==> config.mk <==
export PLATFORM = sky130hd
export DESIGN_NAME = sram_bridge
export DESIGN_NICKNAME = d
export VERILOG_FILES = /design/src/rtl/sram_bridge.sv
export SDC_FILE = /design/constraint.sdc
export NUM_CORES = 1
export LEC_CHECK = 0
export CAP_MARGIN = 30
export CORE_ASPECT_RATIO = 0.7
export CORE_MARGIN = 2
export CORE_UTILIZATION = 42
export DETAILED_ROUTE_END_ITERATION = 8
export PLACE_DENSITY = 0.85
export SYNTH_ARGS = -nofsm -noshare
export SYNTH_HDL_FRONTEND = slang
export SYNTH_SLANG_ARGS = --single-unit
==> constraint.sdc <==
create_clock -name clock -period 3.8 [get_ports clock]
set_input_delay 0.76 -clock clock [delete_from_list [all_inputs] [get_ports clock]]
set_output_delay 0.76 -clock clock [all_outputs]
set_load 0.02 [all_outputs]
==> src/rtl/sram_bridge.sv <==
// Bridges a DSIZE-bit CPU bus onto a narrower asynchronous SRAM, splitting each access
// into BEATS sequential RSIZE-bit beats with programmable strobe length.
module sram_bridge #(
    parameter int DSIZE       = 32,
    parameter int RSIZE       = 16,
    parameter int ASIZE       = 20,
    parameter int RAM_ASIZE   = 18,
    parameter int WAIT_STATES = 1
) (
    input  logic                 clock,
    input  logic                 reset,
    input  logic                 ext_cs_b,
    input  logic                 cpu_rnw,
    input  logic [ASIZE-1:0]     cpu_addr,
    input  logic [DSIZE-1:0]     cpu_dout,
    output logic                 cpu_clken,
    output logic [DSIZE-1:0]     ext_dout,
    output logic                 ram_cs_b,
    output logic                 ram_oe_b,
    output logic                 ram_we_b,
    output logic [RAM_ASIZE-1:0] ram_addr,
    input  logic [RSIZE-1:0]     ram_data_in,
    output logic [RSIZE-1:0]     ram_data_out,
    output logic                 ram_data_oe
);

    localparam int BEATS = DSIZE / RSIZE;
    localparam int L     = $clog2(BEATS);
    localparam int BW    = (L > 0) ? L : 1;

    generate
        if ((BEATS < 1) || (BEATS * RSIZE != DSIZE) || ((BEATS & (BEATS - 1)) != 0)) begin : g_bad_beats
            $error("sram_bridge: DSIZE/RSIZE must be a power of two >= 1");
        end
        if ((WAIT_STATES < 0) || (WAIT_STATES > 15)) begin : g_bad_wait
            $error("sram_bridge: WAIT_STATES must be in 0..15");
        end
    endgenerate

    typedef enum logic [2:0] {
        IDLE   = 3'd0,
        RSTB   = 3'd1,
        WSETUP = 3'd2,
        WSTB   = 3'd3,
        WHOLD  = 3'd4,
        DONE   = 3'd5
    } state_t;

    state_t            state_r, state_nxt_s;
    logic [BW-1:0]     beat_r, beat_nxt_s;
    logic [3:0]        wait_r, wait_nxt_s;
    logic              last_wait_s, last_beat_s;
    logic [RSIZE-1:0]  wr_slice_s;
    logic              cs_r, oe_r, we_r, doe_r;
    logic [RSIZE-1:0]  dout_r;
    logic [DSIZE-1:0]  ext_dout_r;
    logic              addr_unused_s;

    assign last_wait_s   = (wait_r == 4'(WAIT_STATES));
    assign last_beat_s   = (beat_r == BW'(BEATS - 1));
    assign addr_unused_s = ^cpu_addr;

    generate
        if (BEATS > 1) begin : g_multi
            assign ram_addr = {cpu_addr[RAM_ASIZE-L-1:0], beat_r[L-1:0]};
        end else begin : g_single
            assign ram_addr = cpu_addr[RAM_ASIZE-1:0];
        end
    endgenerate

    assign cpu_clken    = ext_cs_b | (state_r == DONE);
    assign ram_cs_b     = cs_r;
    assign ram_oe_b     = oe_r;
    assign ram_we_b     = we_r;
    assign ram_data_oe  = doe_r;
    assign ram_data_out = dout_r;
    assign ext_dout     = ext_dout_r;

    // State, beat and wait-state registers
    always_ff @(posedge clock or posedge reset) begin
        if (reset) begin
            state_r <= IDLE;
            beat_r  <= '0;
            wait_r  <= 4'd0;
        end else begin
            state_r <= state_nxt_s;
            beat_r  <= beat_nxt_s;
            wait_r  <= wait_nxt_s;
        end
    end

    // Next-state sequencing of beats, strobes and write setup/hold
    always_comb begin
        state_nxt_s = state_r;
        beat_nxt_s  = beat_r;
        wait_nxt_s  = wait_r;
        case (state_r)
            IDLE: begin
                if (!ext_cs_b) begin
                    beat_nxt_s  = '0;
                    wait_nxt_s  = 4'd0;
                    state_nxt_s = cpu_rnw ? RSTB : WSETUP;
                end else begin
                    state_nxt_s = IDLE;
                end
            end
            RSTB: begin
                if (last_wait_s) begin
                    wait_nxt_s = 4'd0;
                    if (last_beat_s) begin
                        state_nxt_s = DONE;
                    end else begin
                        beat_nxt_s  = beat_r + BW'(1);
                        state_nxt_s = RSTB;
                    end
                end else begin
                    wait_nxt_s = wait_r + 4'd1;
                end
            end
            WSETUP: begin
                wait_nxt_s  = 4'd0;
                state_nxt_s = WSTB;
            end
            WSTB: begin
                if (last_wait_s) begin
                    wait_nxt_s  = 4'd0;
                    state_nxt_s = WHOLD;
                end else begin
                    wait_nxt_s = wait_r + 4'd1;
                end
            end
            WHOLD: begin
                if (last_beat_s) begin
                    state_nxt_s = DONE;
                end else begin
                    beat_nxt_s  = beat_r + BW'(1);
                    state_nxt_s = WSETUP;
                end
            end
            DONE:    state_nxt_s = IDLE;
            default: state_nxt_s = IDLE;
        endcase
    end

    // Select the CPU write-data slice for the upcoming beat
    always_comb begin
        wr_slice_s = '0;
        for (int i = 0; i < BEATS; i++) begin
            wr_slice_s = (beat_nxt_s == BW'(i)) ? cpu_dout[i*RSIZE +: RSIZE] : wr_slice_s;
        end
    end

    // Pad strobes are registered from the next state so they align with the state itself
    always_ff @(posedge clock or posedge reset) begin
        if (reset) begin
            cs_r   <= 1'b1;
            oe_r   <= 1'b1;
            we_r   <= 1'b1;
            doe_r  <= 1'b0;
            dout_r <= '0;
        end else begin
            case (state_nxt_s)
                RSTB: begin
                    cs_r <= 1'b0; oe_r <= 1'b0; we_r <= 1'b1; doe_r <= 1'b0; dout_r <= '0;
                end
                WSETUP, WHOLD: begin
                    cs_r <= 1'b0; oe_r <= 1'b1; we_r <= 1'b1; doe_r <= 1'b1; dout_r <= wr_slice_s;
                end
                WSTB: begin
                    cs_r <= 1'b0; oe_r <= 1'b1; we_r <= 1'b0; doe_r <= 1'b1; dout_r <= wr_slice_s;
                end
                default: begin
                    cs_r <= 1'b1; oe_r <= 1'b1; we_r <= 1'b1; doe_r <= 1'b0; dout_r <= '0;
                end
            endcase
        end
    end

    // Read capture into the slice of the current beat on the last strobe cycle
    always_ff @(posedge clock or posedge reset) begin
        if (reset) begin
            ext_dout_r <= '0;
        end else begin
            for (int i = 0; i < BEATS; i++) begin
                if ((state_r == RSTB) && last_wait_s && (beat_r == BW'(i))) begin
                    ext_dout_r[i*RSIZE +: RSIZE] <= ram_data_in;
                end
            end
        end
    end

endmodule

==> impl_metrics.py <==
metrics = {
    "setup_path": {
        "cpMaxStageDelayCell": "clkdlybuf4s50_1",
        "cpPeakStageDelay_ns": 0.61,
        "path_max_fanout": 6,
        "cp_top_family": "buffers and inverters",
        "crit_path_start_kind": "primary input",
        "path_class": "in2out",
        "worstPathCellList": "clkdlybuf4s50_1 -> a31o_2 -> clkdlybuf4s50_1",
        "path_common_cell": "clkdlybuf4s50_1",
        "worstRegToRegCells": 6,
        "r2r-start": "wait_r[1]$_DFFE_PP0P_",
        "r2r_setup_slack_ns": 1.26,
        "worstSetupEndpointType": "output pin",
        "cp_num_buf_inv": 2,
        "r2r_end": "ext_dout[11]$_DFFE_PP0P_",
        "cp.arrival_ns": 2.08,
        "crit_required_ns": 3.04,
    },
    "layout": {
        "diodes": 0,
        "area_growth_pct": 44.3,
        "drive_above_1_share_pct": 20.4,
        "seqCellArea_um2": 1510,
        "utilization_pct": 62.6,
        "fillers": 493,
        "final_cells": 391,
        "finalNetCount": 382,
        "stdcell_area_um2": 3910,
        "multiInputGateArea_um2": 982,
    },
    "flow_run": {
        "maxCapViolCount": 0,
    },
    "sta": {
        "hold_viol": 0,
        "setup_viol": 0,
        "finalCritPeriodShare_pct": 74.8,
        "fmax_ghz": 0.352,
        "rsz0062_at_grt": "no",
        "tns_ns": 0,
        "fin_crit_ns": 2.84,
        "maxSlewViolCount": 0,
        "setup_slack_ns": 0.959,
        "whs_ns": 0.506,
        "relSlewSlack_pct": 43.0,
        "fin_skew_ns": 0.00391,
        "worst_pin_slew_ns": 0.854,
    },
    "die": {
        "rows": 24,
        "io_pins": 143,
        "die_h_um": 71.2,
        "die_area_um2": 7120,
        "dieWidth_um": 100,
        "start_util_pct": 43.4,
        "coreArea_um2": 6250,
    },
    "cts": {
        "clkLatencyLatePin_ns": 0.33,
        "cts_tree": "yes",
        "postCtsHoldBufs": 0,
        "cts_resized": 0,
        "cts.reportedPaths.clkPinSlew_ns": 0.07,
        "htreeDepth": 3,
        "cts-buffers-inserted": 9,
        "cts_sinks": 60,
        "clock_path_buffers": 2,
        "cts_setup_buffers": 0,
        "root_buffer": "clkbuf_8",
    },
    "synthesis": {
        "ys_seq_elements": 60,
        "synth_top_area_share_pct": 52.6,
        "ys_seq_area_share_pct": 55.5,
        "synthCells": 221,
        "synth_commonest_cells": "dfrtp_1, mux2_2, buf_4, o21ai_0, nand3_1",
        "synthArstFlopShare_pct": 100,
        "synthFlopType": "dfrtp_1",
        "synth_fp_nets": 295,
        "yosysTopAreaCell": "dfrtp_1",
        "avgSynthCellArea_um2": 12.3,
        "synth_cell_types": 43,
        "synth_edf_count": 0,
        "yosys_warnings": 0,
        "yosysMostFrequentCell": "dfrtp_1",
        "syn_area_um2": 2710,
        "ys_top_cells_by_area": "dfrtp_1, mux2_2, buf_4",
    },
    "power": {
        "ir_worst_vdd_mv": 0.328,
        "p_total_mw": 3.52,
        "powerDensity_nw_per_um2": 899,
        "static-leakage-power_nw": 1.63,
    },
    "global_routing": {
        "use_met3_pct": 7.90,
        "grt_max_degree": 43,
        "grt_pass1_vias": 2049,
        "met2_usage_pct": 29.8,
        "antenna_found_initial": 0,
        "grtUsageTotal_pct": 18.5,
        "overflow": 0,
        "gr-max-usage-layer": "met2",
        "grt_use_met1_pct": 22.8,
        "grt_pass1_wl_mm": 9.96,
    },
    "min_path": {
        "whs_endpoint": "ext_dout[18]$_DFFE_PP0P_",
        "holdPathStages": 1,
        "hold_start": "ext_dout[18]$_DFFE_PP0P_",
        "worstHoldPathType": "reg2reg",
    },
    "route": {
        "dr.pass1.iters": 4,
        "num_vias": 2048,
        "drc": 0,
        "avgViaCountPerCell": 5.24,
        "ant_nets": 0,
        "totalWireLength_mm": 6.40,
        "drt-initial-drc-count": 100,
        "wl_per_cell_um": 16.4,
    },
    "placement": {
        "portBuffers": 105,
        "post-place-ws_ns": 0.948,
        "place_area_um2": 3670,
        "dp_cells": 375,
        "gp_congestion": 0.765,
        "dp_hpwl_mm": 4.55,
    },
    "outcome": {
        "status": "finished clean",
    },
}
sequential cells by signal, indices dropped and copies added, names as in the netlist:
| name | flops |
|---|---|
| ext_dout | 32 |
| ram_data_out | 16 |
| wait_r | 4 |
| state_r | 3 |
| beat_r | 1 |
| ram_cs_b | 1 |
| ram_data_oe | 1 |
| ram_oe_b | 1 |
| ram_we_b | 1 |
final cells by class:
class | count | area share (%)
sequential | 60 | 38.5
clock buffer | 10 | 3.26
multi-input combinational | 125 | 25.1
tap | 78 | 2.49
clock inverter | 6 | 2.85
inverter | 4 | 0.384
timing repair buffer | 108 | 27.4
kinds of logic after synthesis:
family                   synth area share (%)
adder cells (fa/ha/maj)                 0.923
AO/OA/AOI/OAI                            12.0
buffers and inverters                    8.26
AND/OR/NAND/NOR                          9.60
multiplexers                             13.7
flip-flops                               55.5
power by group:
group	internal, mW	total [mW]	switching [mW]
Clock	0.437	0.685	0.249
Combinational	0.861	1.70	0.842
Sequential	0.946	1.13	0.182
Total	2.24	3.52	1.27
metal layers:
layer	routed length (um)	vias up
met4	66	0
met1	2680	1003
li1	-	936
met3	531	8
met2	3130	101
met5	0	-
worst max-delay path by stage:
stage / to / from / slack, ns / cells after the start
after floorplan: beat_r$_DFF_PP0_ / reset / 1.56 / 1
after global placement: cpu_clken / ext_cs_b / 0.97 / 3
after detailed placement: cpu_clken / ext_cs_b / 0.95 / 3
after CTS: cpu_clken / ext_cs_b / 0.95 / 3
after global routing: cpu_clken / ext_cs_b / 0.92 / 3
final: cpu_clken / ext_cs_b / 0.96 / 3
placed cells by master (no fill, tap or decap), drive strengths merged:
master,netlist,layout
o41ai,1,1
o31ai,1,1
or4,1,1
nor3b,4,4
a31o,1,1
nor2,2,2
ha,2,2
nand2,6,6
clkinv,0,1
nor4,1,1
a2111o,1,1
bufinv,0,3
nor3,2,2
clkinvlp,0,1
o21ai,19,19
or3,1,1
inv,4,5
clkdlybuf4s50,0,105
and3,1,1
buf,26,3
a221oi,1,1
or3b,1,1
clkbuf,6,10
mux2i,1,1
mux2,32,32
dfrtp,57,57
nand3,17,17
o41a,1,1
a21oi,2,2
o211ai,1,1
dfstp,3,3
nand2b,3,3
and2,1,1
o22ai,2,2
a21boi,16,16
nor2b,2,2
a21o,2,2
(Power assumes the default switching activity.)
